[config.mk]
export PLATFORM = sky130hd
export DESIGN_NAME = decodificador_jogada_flat
export DESIGN_NICKNAME = d
export VERILOG_FILES = /design/src/rtl/jogo_pkg.sv /design/src/rtl/decodificador_jogada_if.sv /design/src/rtl/codificador_onehot.sv /design/src/rtl/decodificador_jogada.sv /design/src/flat_wrapper.sv
export SDC_FILE = /design/constraint.sdc
export NUM_CORES = 1
export LEC_CHECK = 0
export ABC_AREA = 1
export BUFFER_PORTS_ARGS = -buffer_cell sky130_fd_sc_hd__buf_2
export CAP_MARGIN = 0
export CORE_ASPECT_RATIO = 2
export CORE_MARGIN = 4
export CORE_UTILIZATION = 54
export CTS_CLUSTER_DIAMETER = 80
export CTS_CLUSTER_SIZE = 10
export DETAILED_ROUTE_END_ITERATION = 6
export GPL_ROUTABILITY_DRIVEN = 0
export PLACE_DENSITY_LB_ADDON = 0.15
export SLEW_MARGIN = 20
export SYNTH_ARGS = -nofsm -noshare
export SYNTH_HDL_FRONTEND = slang
export SYNTH_HIERARCHICAL = 1
export SYNTH_SLANG_ARGS = --single-unit
[constraint.sdc]
create_clock -name clock -period 4.86 [get_ports clock]
set_input_delay 0.486 -clock clock [delete_from_list [all_inputs] [get_ports clock]]
set_output_delay 0.486 -clock clock [all_outputs]
set_load 0.02 [all_outputs]
[src/rtl/jogo_pkg.sv]
`default_nettype none
// ============================================================================
//  Module      : jogo_pkg
//  Description : Shared types and constants for the jogo da velha datapath
//                (keypad decoder state codes, board size, "no move" marker).
//  Revision    : 1.0 - initial release
// ============================================================================
package jogo_pkg;

    localparam int N_BOTOES = 9;
    localparam logic [3:0] JOGADA_NENHUMA = 4'hF;

    typedef enum logic [2:0] {
        OCIOSO        = 3'd0,
        CONTANDO      = 3'd1,
        VALIDA        = 3'd2,
        ESPERA_SOLTAR = 3'd3,
        ERRO          = 3'd4
    } estado_jogada_t;

endpackage
`default_nettype wire

[src/rtl/decodificador_jogada_if.sv]
`default_nettype none
// ============================================================================
//  Module      : decodificador_jogada_if
//  Description : Keypad-to-controller bundle. The master side (controller /
//                keypad) drives habilita and botoes; the slave side (decoder)
//                returns the decoded move and status.
//  Revision    : 1.0 - initial release
// ============================================================================
interface decodificador_jogada_if;
    import jogo_pkg::*;

    logic                habilita;
    logic [N_BOTOES-1:0] botoes;
    logic [3:0]          jogada;
    logic                jogada_valida;
    logic                erro_multipla;
    logic                tem_jogada;
    logic [2:0]          db_estado;

    modport master (
        output habilita,
        output botoes,
        input  jogada,
        input  jogada_valida,
        input  erro_multipla,
        input  tem_jogada,
        input  db_estado
    );

    modport slave (
        input  habilita,
        input  botoes,
        output jogada,
        output jogada_valida,
        output erro_multipla,
        output tem_jogada,
        output db_estado
    );

endinterface
`default_nettype wire

[src/rtl/codificador_onehot.sv]
`default_nettype none
// ============================================================================
//  Module      : codificador_onehot
//  Description : Combinational encoder for the button vector: returns the
//                index of the lowest set bit (JOGADA_NENHUMA if none) and
//                flags whether exactly one bit is set.
//  Revision    : 1.0 - initial release
// ============================================================================
module codificador_onehot
    import jogo_pkg::*;
(
    input  wire logic [N_BOTOES-1:0] i_vetor,
    output logic      [3:0]          indice,
    output logic                     eh_onehot
);

    logic [3:0] w_contagem;

    // Scan from the top so the lowest set bit wins; count bits in parallel.
    always_comb begin
        indice     = JOGADA_NENHUMA;
        w_contagem = 4'd0;
        for (int i = N_BOTOES - 1; i >= 0; i--) begin
            if (i_vetor[i]) begin
                indice = 4'(i);
            end
            w_contagem = w_contagem + {3'b000, i_vetor[i]};
        end
        eh_onehot = (w_contagem == 4'd1);
    end

endmodule
`default_nettype wire

[src/rtl/decodificador_jogada.sv]
`default_nettype none
// ============================================================================
//  Module      : decodificador_jogada
//  Description : Keypad front-end. Registers the raw buttons, requires a
//                press to stay stable for MIN_CICLOS cycles, then emits a
//                one-cycle move strobe (single button) or error strobe
//                (several buttons). A new press needs a full release first.
//  Revision    : 1.0 - initial release
// ============================================================================
module decodificador_jogada #(
    parameter int N_BOTOES   = 9,
    parameter int MIN_CICLOS = 2
) (
    input  wire logic              clock,
    input  wire logic              reset,
    decodificador_jogada_if.slave  bus
);
    import jogo_pkg::estado_jogada_t;
    import jogo_pkg::OCIOSO;
    import jogo_pkg::CONTANDO;
    import jogo_pkg::VALIDA;
    import jogo_pkg::ESPERA_SOLTAR;
    import jogo_pkg::ERRO;
    import jogo_pkg::JOGADA_NENHUMA;

    localparam logic [3:0] c_min_ciclos = 4'(MIN_CICLOS);

    estado_jogada_t      estado_q, estado_d;
    logic [N_BOTOES-1:0] botoes_r_q, botoes_r_d;
    logic [N_BOTOES-1:0] snap_q, snap_d;
    logic [3:0]          cnt_q, cnt_d;
    logic [3:0]          jogada_q, jogada_d;
    // High for the first cycle after reset: botoes_r still holds its reset
    // zero, which must not be mistaken for a release of a held button.
    logic                pos_reset_q, pos_reset_d;

    logic [3:0]          w_indice;
    logic                w_eh_onehot;

    codificador_onehot u_codificador (
        .i_vetor   (snap_q),
        .indice    (w_indice),
        .eh_onehot (w_eh_onehot)
    );

    // Next-state and datapath decisions, all taken on the registered buttons.
    always_comb begin
        botoes_r_d  = bus.botoes;
        snap_d      = snap_q;
        cnt_d       = cnt_q;
        jogada_d    = jogada_q;
        estado_d    = estado_q;
        pos_reset_d = 1'b0;

        case (estado_q)
            OCIOSO: begin
                if (bus.habilita && (botoes_r_q != '0)) begin
                    snap_d   = botoes_r_q;
                    cnt_d    = 4'd1;
                    estado_d = CONTANDO;
                end
            end
            CONTANDO: begin
                if (!bus.habilita) begin
                    estado_d = ESPERA_SOLTAR;
                end else if (botoes_r_q == '0) begin
                    estado_d = OCIOSO;
                end else if (botoes_r_q != snap_q) begin
                    snap_d = botoes_r_q;
                    cnt_d  = 4'd1;
                end else if ((cnt_q + 4'd1) == c_min_ciclos) begin
                    if (w_eh_onehot) begin
                        jogada_d = w_indice;
                        estado_d = VALIDA;
                    end else begin
                        estado_d = ERRO;
                    end
                end else begin
                    cnt_d = cnt_q + 4'd1;
                end
            end
            VALIDA: begin
                estado_d = ESPERA_SOLTAR;
            end
            ERRO: begin
                estado_d = ESPERA_SOLTAR;
            end
            ESPERA_SOLTAR: begin
                if (!pos_reset_q && (botoes_r_q == '0)) begin
                    estado_d = OCIOSO;
                end
            end
            default: begin
                estado_d = ESPERA_SOLTAR;
            end
        endcase
    end

    // State and datapath registers with synchronous reset.
    always_ff @(posedge clock) begin
        if (reset) begin
            estado_q    <= ESPERA_SOLTAR;
            botoes_r_q  <= '0;
            snap_q      <= '0;
            cnt_q       <= 4'd0;
            jogada_q    <= JOGADA_NENHUMA;
            pos_reset_q <= 1'b1;
        end else begin
            estado_q    <= estado_d;
            botoes_r_q  <= botoes_r_d;
            snap_q      <= snap_d;
            cnt_q       <= cnt_d;
            jogada_q    <= jogada_d;
            pos_reset_q <= pos_reset_d;
        end
    end

    // Outputs come straight from registers or from the state decode.
    assign bus.jogada        = jogada_q;
    assign bus.jogada_valida = (estado_q == VALIDA);
    assign bus.erro_multipla = (estado_q == ERRO);
    assign bus.tem_jogada    = |botoes_r_q;
    assign bus.db_estado     = estado_q;

endmodule
`default_nettype wire

[src/flat_wrapper.sv]
// flat-port wrapper written by rule: the top's interface ports become plain ports
module decodificador_jogada_flat import jogo_pkg::estado_jogada_t; import jogo_pkg::OCIOSO; import jogo_pkg::CONTANDO; import jogo_pkg::VALIDA; import jogo_pkg::ESPERA_SOLTAR; import jogo_pkg::ERRO; import jogo_pkg::JOGADA_NENHUMA;
#(
    parameter int N_BOTOES   = 9,
    parameter int MIN_CICLOS = 2
)
  (clock, reset, bus_habilita, bus_botoes, bus_jogada, bus_jogada_valida, bus_erro_multipla, bus_tem_jogada, bus_db_estado);
  decodificador_jogada_if bus_i ();
  input  wire logic clock;
  input  wire logic reset;
  input wire logic [$bits(bus_i.habilita)-1:0] bus_habilita;
  input wire logic [$bits(bus_i.botoes)-1:0] bus_botoes;
  output wire logic [$bits(bus_i.jogada)-1:0] bus_jogada;
  output wire logic [$bits(bus_i.jogada_valida)-1:0] bus_jogada_valida;
  output wire logic [$bits(bus_i.erro_multipla)-1:0] bus_erro_multipla;
  output wire logic [$bits(bus_i.tem_jogada)-1:0] bus_tem_jogada;
  output wire logic [$bits(bus_i.db_estado)-1:0] bus_db_estado;
  assign bus_i.habilita = bus_habilita;
  assign bus_i.botoes = bus_botoes;
  assign bus_jogada = bus_i.jogada;
  assign bus_jogada_valida = bus_i.jogada_valida;
  assign bus_erro_multipla = bus_i.erro_multipla;
  assign bus_tem_jogada = bus_i.tem_jogada;
  assign bus_db_estado = bus_i.db_estado;
  decodificador_jogada #(.N_BOTOES(N_BOTOES), .MIN_CICLOS(MIN_CICLOS)) u_core (.clock(clock), .reset(reset), .bus(bus_i));
endmodule
== Yosys cells after proc, flatten, opt, wreduce, memory -nomap -nowiden ==
Index checks and enable logic that the tools add are counted.
Storage, ports and cells
  output and inout bits: 10
  input bits: 12
  bits in registers: 30
  logic and storage cells: 73
Cells by class
  add/subtract/negate cells: 9
  reductions and logical operators: 12
  bitwise operators: 2
  eq/ne operators: 15
  muxes and demuxes: 29
Operators with widths (count)
  $mux W4: 13
  $mux W9: 4
  $mux W3: 8
  $add A4 B1 Y4: 5
  $pmux W9 S2: 1
  $reduce_and A5 Y1: 2
  $logic_not A9 Y1: 1
  $ne A9 B9 Y1: 1
  $pmux W3 S3: 1
  $reduce_bool A9 Y1: 1
  $reduce_or A9 Y1: 1
  $pmux W4 S2: 1
  $eq A3 B2 Y1 const B: 2
  $ne A2 B1 Y1 const B: 3
  $reduce_and A6 Y1: 1
  $add A3 B1 Y4: 1
  $add A4 B1 Y4 const B: 1
  $eq A4 B1 Y1 const B: 1
  $eq A4 B2 Y1 const B: 1
  $ne A2 B2 Y1 const B: 2
  $ne A4 B2 Y1 const B: 1
  $ne A4 B4 Y1 const B: 1
  $reduce_and A4 Y1: 1
  $add A2 B1 Y3: 1
  10 further kinds: 12

== Logic depth before layout (Yosys ltp) ==
  depth after elaboration: 15
  mapped depth: 15
  depth with buffers taken out: 15

== By module ==
Netlist, hierarchy kept.
By module, submodules not included
  decodificador_jogada: area each 1539.0 µm², cells each 217, instances 1, sequential area each 600.6 µm²
  codificador_onehot: area each 281.5 µm², cells each 42, instances 1, sequential area each 0.0 µm²

== Worst setup path before layout ==
OpenSTA, ideal clock, no wires.
  path type: flip-flop to flip-flop
  start: register u_core.snap_q[6]
  end: register u_core.jogada_q[0], in the netlist u_core/bus.jogada[0]
  library setup time: 130 ps
  slack: 1615 ps
  arrival time: 3115 ps
  cell stages (with the launch flop): 15
  clock period less this slack: 3245 ps
  buffers on the path: 0
  data required time: 4730 ps
  cells stage by stage: dfxtp_1 inv_1 fa_1 inv_1 fa_1 inv_1 fa_1 fa_1 o211ai_1 a21oi_1 nand2_1 inv_1 nand4_1 nand2_1 nand3_1
Between the ends
  cells in the longest elaborated chain, start to end: 9
  elaborated cells between the ends (all ways): 18
  classes of those cells: add/sub: 7; eq/ne: 2; mux: 7; bitwise: 1; reduce/logical: 1
RTL lines
  start, declared: line decodificador_jogada.sv:30  | logic [N_BOTOES-1:0] snap_q, snap_d;
  start signal, assigned: line decodificador_jogada.sv:111  | snap_q <= snap_d;
  $add A2 B1 Y3: line codificador_onehot.sv:27  | w_contagem = w_contagem + {3'b000, i_vetor[i]};
  $add A3 B1 Y4: line codificador_onehot.sv:27
  $add A4 B1 Y4 (5 in series): line codificador_onehot.sv:27
  $eq A4 B1 Y1: line codificador_onehot.sv:29  | eh_onehot = (w_contagem == 4'd1);
  via u_core.w_eh_onehot: line decodificador_jogada.sv:38  | logic w_eh_onehot;
  $reduce_and A6 Y1 (no source line)
  end signal, assigned: line decodificador_jogada.sv:113  | jogada_q <= jogada_d;
  end, declared: line decodificador_jogada.sv:32  | logic [3:0] jogada_q, jogada_d;
The timed path passes the listed nets, and every way through them passes these cells.
A chain may end at the register's enable or synchronous reset.

== Worst setup path in the final report ==
  start: register u_core.snap_q[6]
  end: register u_core.jogada_q[1], in the netlist u_core/bus.jogada[1]
Same word-level chain as after synthesis.

==> impl_metrics.json <==
{
  "outcome": "complete, no violations",
  "grt_antenna_before_repair": 0,
  "critical_path.startpoint": "u_core/snap_q[6]",
  "die_area_um2": 4420,
  "critPathBufInv": 4,
  "finish.utilization_pct": 64.1,
  "synth_area_leaders": "dfxtp_1, nor2_1, inv_1",
  "cp-start-kind": "register",
  "die_w_um": 49.1,
  "finClkSkew_ps": 7.62,
  "layout_commonest_cell": "nor2_1",
  "p_int_uw": 598,
  "yosysTopAreaCell": "dfxtp_1",
  "coreArea_um2": 3190,
  "grtUsageTotal_pct": 19.2,
  "totalWireLength_mm": 3.88,
  "synthFlopType": "dfxtp_1",
  "final_cells": 317,
  "clock-sinks": 30,
  "cts_root_buffer": "clkbuf_8",
  "async_flop_share_pct": 0,
  "drcViolationCount": 0,
  "grt_start_max_net_pins": 20,
  "portBuffers": 21,
  "first_global_vias": 1663,
  "power_frac_clock_pct": 18.2,
  "cp.depth": 14,
  "syn-num-nets": 280,
  "dp_hpwl_mm": 3.10,
  "slowest_delay_ps": 550,
  "synth_area_um2": 1820,
  "synth_top_area_share_pct": 33.0,
  "fin_crit_ps": 3590,
  "final_cell_mix": "nor2_1, inv_1, nand2_1",
  "avgSynthCellArea_um2": 7.03,
  "finalHoldViolations": 0,
  "netlist_instances": 259,
  "max_freq_mhz": 279,
  "cts_resized": 0,
  "ys_ff_latch": 30,
  "cp.required_ps": 4990,
  "period_share_pct": 73.8,
  "clk_latency_ps": 270,
  "via_per_inst": 5.21,
  "synth_edf_count": 0,
  "hold_depth": 3,
  "cpLargestDelayFamily": "adder cells",
  "synth.distinct_cells": 27,
  "switchingPower_uw": 493,
  "vdd_drop_max_v": 0.000346,
  "start_util_pct": 57.0,
  "p_per_area_nw_per_um2": 533,
  "worstReg2RegStart": "u_core/snap_q[6]",
  "fillers": 297,
  "drive_above_1_share_pct": 18.5,
  "crit_fanout": 6,
  "p_comb_share_pct": 49.7,
  "clockBufferDepth": 2,
  "end_kind": "register",
  "crit_arrival_ps": 3720,
  "p_leak_nw": 1.03,
  "slowest_stage": "fa_1",
  "fin_nets": 306,
  "crit_type": "register to register",
  "worst_pin_slew_ps": 595,
  "fin_setup_tns_ps": 0,
  "swShare_pct": 45.2,
  "drtAntennaViolNets": 0,
  "hold_class": "primary input to register",
  "report.final.slew_viol_count": 0,
  "grt.overflow.total": 0,
  "ys.warnings.count": 6,
  "rows": 29,
  "pwr-share-seq_pct": 32.1,
  "grt_pass1_wl_mm": 6.87,
  "cts_tree": "built",
  "postCtsSetupBuffers": 0,
  "dp_cells": 309,
  "antennaDiodeCount": 0,
  "dr.pass1.iters": 6,
  "seq_area_frac_synth_pct": 33.0,
  "die_h_um": 90.1,
  "max_slew_margin_pct": 60.3,
  "htree_levels": 2,
  "cts_hold_buf": 0,
  "grt_setup_unrepaired": "false",
  "crit_chain": "inv_1 > fa_1 > inv_1 > fa_1 > inv_1 > fa_1 > fa_1 > o211ai_1 > a21oi_1 > nand2_1 > inv_1 > nand4_1 > nand2_1 > nand3_1",
  "via_count": 1651,
  "rr_worst_depth": 14,
  "hold_start": "bus_botoes[0]",
  "wl_per_cell_um": 12.2,
  "area_growth_pct": 12.5,
  "finalSetupViolCount": 0,
  "cts-buffers-inserted": 5,
  "max_cap_violations": 0,
  "drt_iter0_drc": 30,
  "ios": 22,
  "clk_pin_slew_worst_paths_ps": 60
}
-- flip-flops by register name (all words and copies together) (netlist names) --
name / flops
u_core/cnt_q: 4
u_core/bus.db_estado: 3
u_core/botoes_r_q: 9
u_core/snap_q: 9
u_core/pos_reset_q: 1
u_core/bus.jogada: 4
-- layout make-up --
type                            instances  area (um2)  share of cell area [%]
Sequential cell                        30         601                    29.3
Timing Repair Buffer                   21         105                    5.13
Clock buffer                            7        86.3                    4.22
Clock inverter                          1        5.00                   0.244
Tap cell                               31        38.8                    1.89
Inverter                               52         208                    10.1
Multi-Input combinational cell        175        1000                    49.1
-- metrics by stage --
stage               hold slack, ps  cell area (um2)  total power [mW]  worst slack (ps)
finish                         415             2050              1.09              1270
global route                   418             2050              1.20              1070
CTS                            412             2050              1.09              1290
detailed placement             446             1960             0.886              1330
global placement               444             1960             0.872              1440
floorplan                      474             1820             0.775              1620
-- tightest hold or removal path: stages --
cell and delay [ps]:
buf_2 70, inv_1 30, nor2_1 60
-- cells in the mapped netlist, types with 4 or more instances --
cell type,number
a21oi_1,6
dfxtp_1,30
fa_1,5
ha_1,4
inv_1,46
inv_2,5
nand2_1,41
nand2_2,4
nand3_1,18
nand4_1,11
nor2_1,47
nor2_4,4
nor3_1,6
o21ai_1,11
xnor2_1,5
-- power by group through the flow --
stage / clock, mW / combinational [mW] / sequential, mW
floorplan: 0 / 0.423 / 0.352
global placement: 0 / 0.517 / 0.356
detailed placement: 0 / 0.530 / 0.356
CTS: 0.205 / 0.537 / 0.351
global route: 0.216 / 0.619 / 0.360
finish: 0.199 / 0.542 / 0.350
-- routing by layer --
metal	vias up	global-route usage (%)	routed length (um)
met5	-	0	0
met4	0	11.5	186
met3	16	4.14	139
met2	38	36.6	2240
met1	738	17.3	1320
li1	859	-	-
-- path summary, 6_finish.rpt --
path                                              to  slack, ps
worst max-delay path            u_core/bus.jogada[1]       1270
worst max register to register  u_core/bus.jogada[1]       1270
worst min register to register  u_core/bus.jogada[2]        460
worst min-delay path            u_core/botoes_r_q[0]        420
-- cell families (layout without fill, tap and decap cells) --
family	after synthesis	after routing	synth area share, %
adder cells (fa/ha/maj)	9	9	8.25
AND/OR/NAND/NOR	138	138	37.1
flip-flops	30	30	33.0
buffers and inverters	54	81	11.8
AO/OA/AOI/OAI	23	23	7.42
XOR/XNOR	5	5	2.41
(Power assumes the default switching activity.)
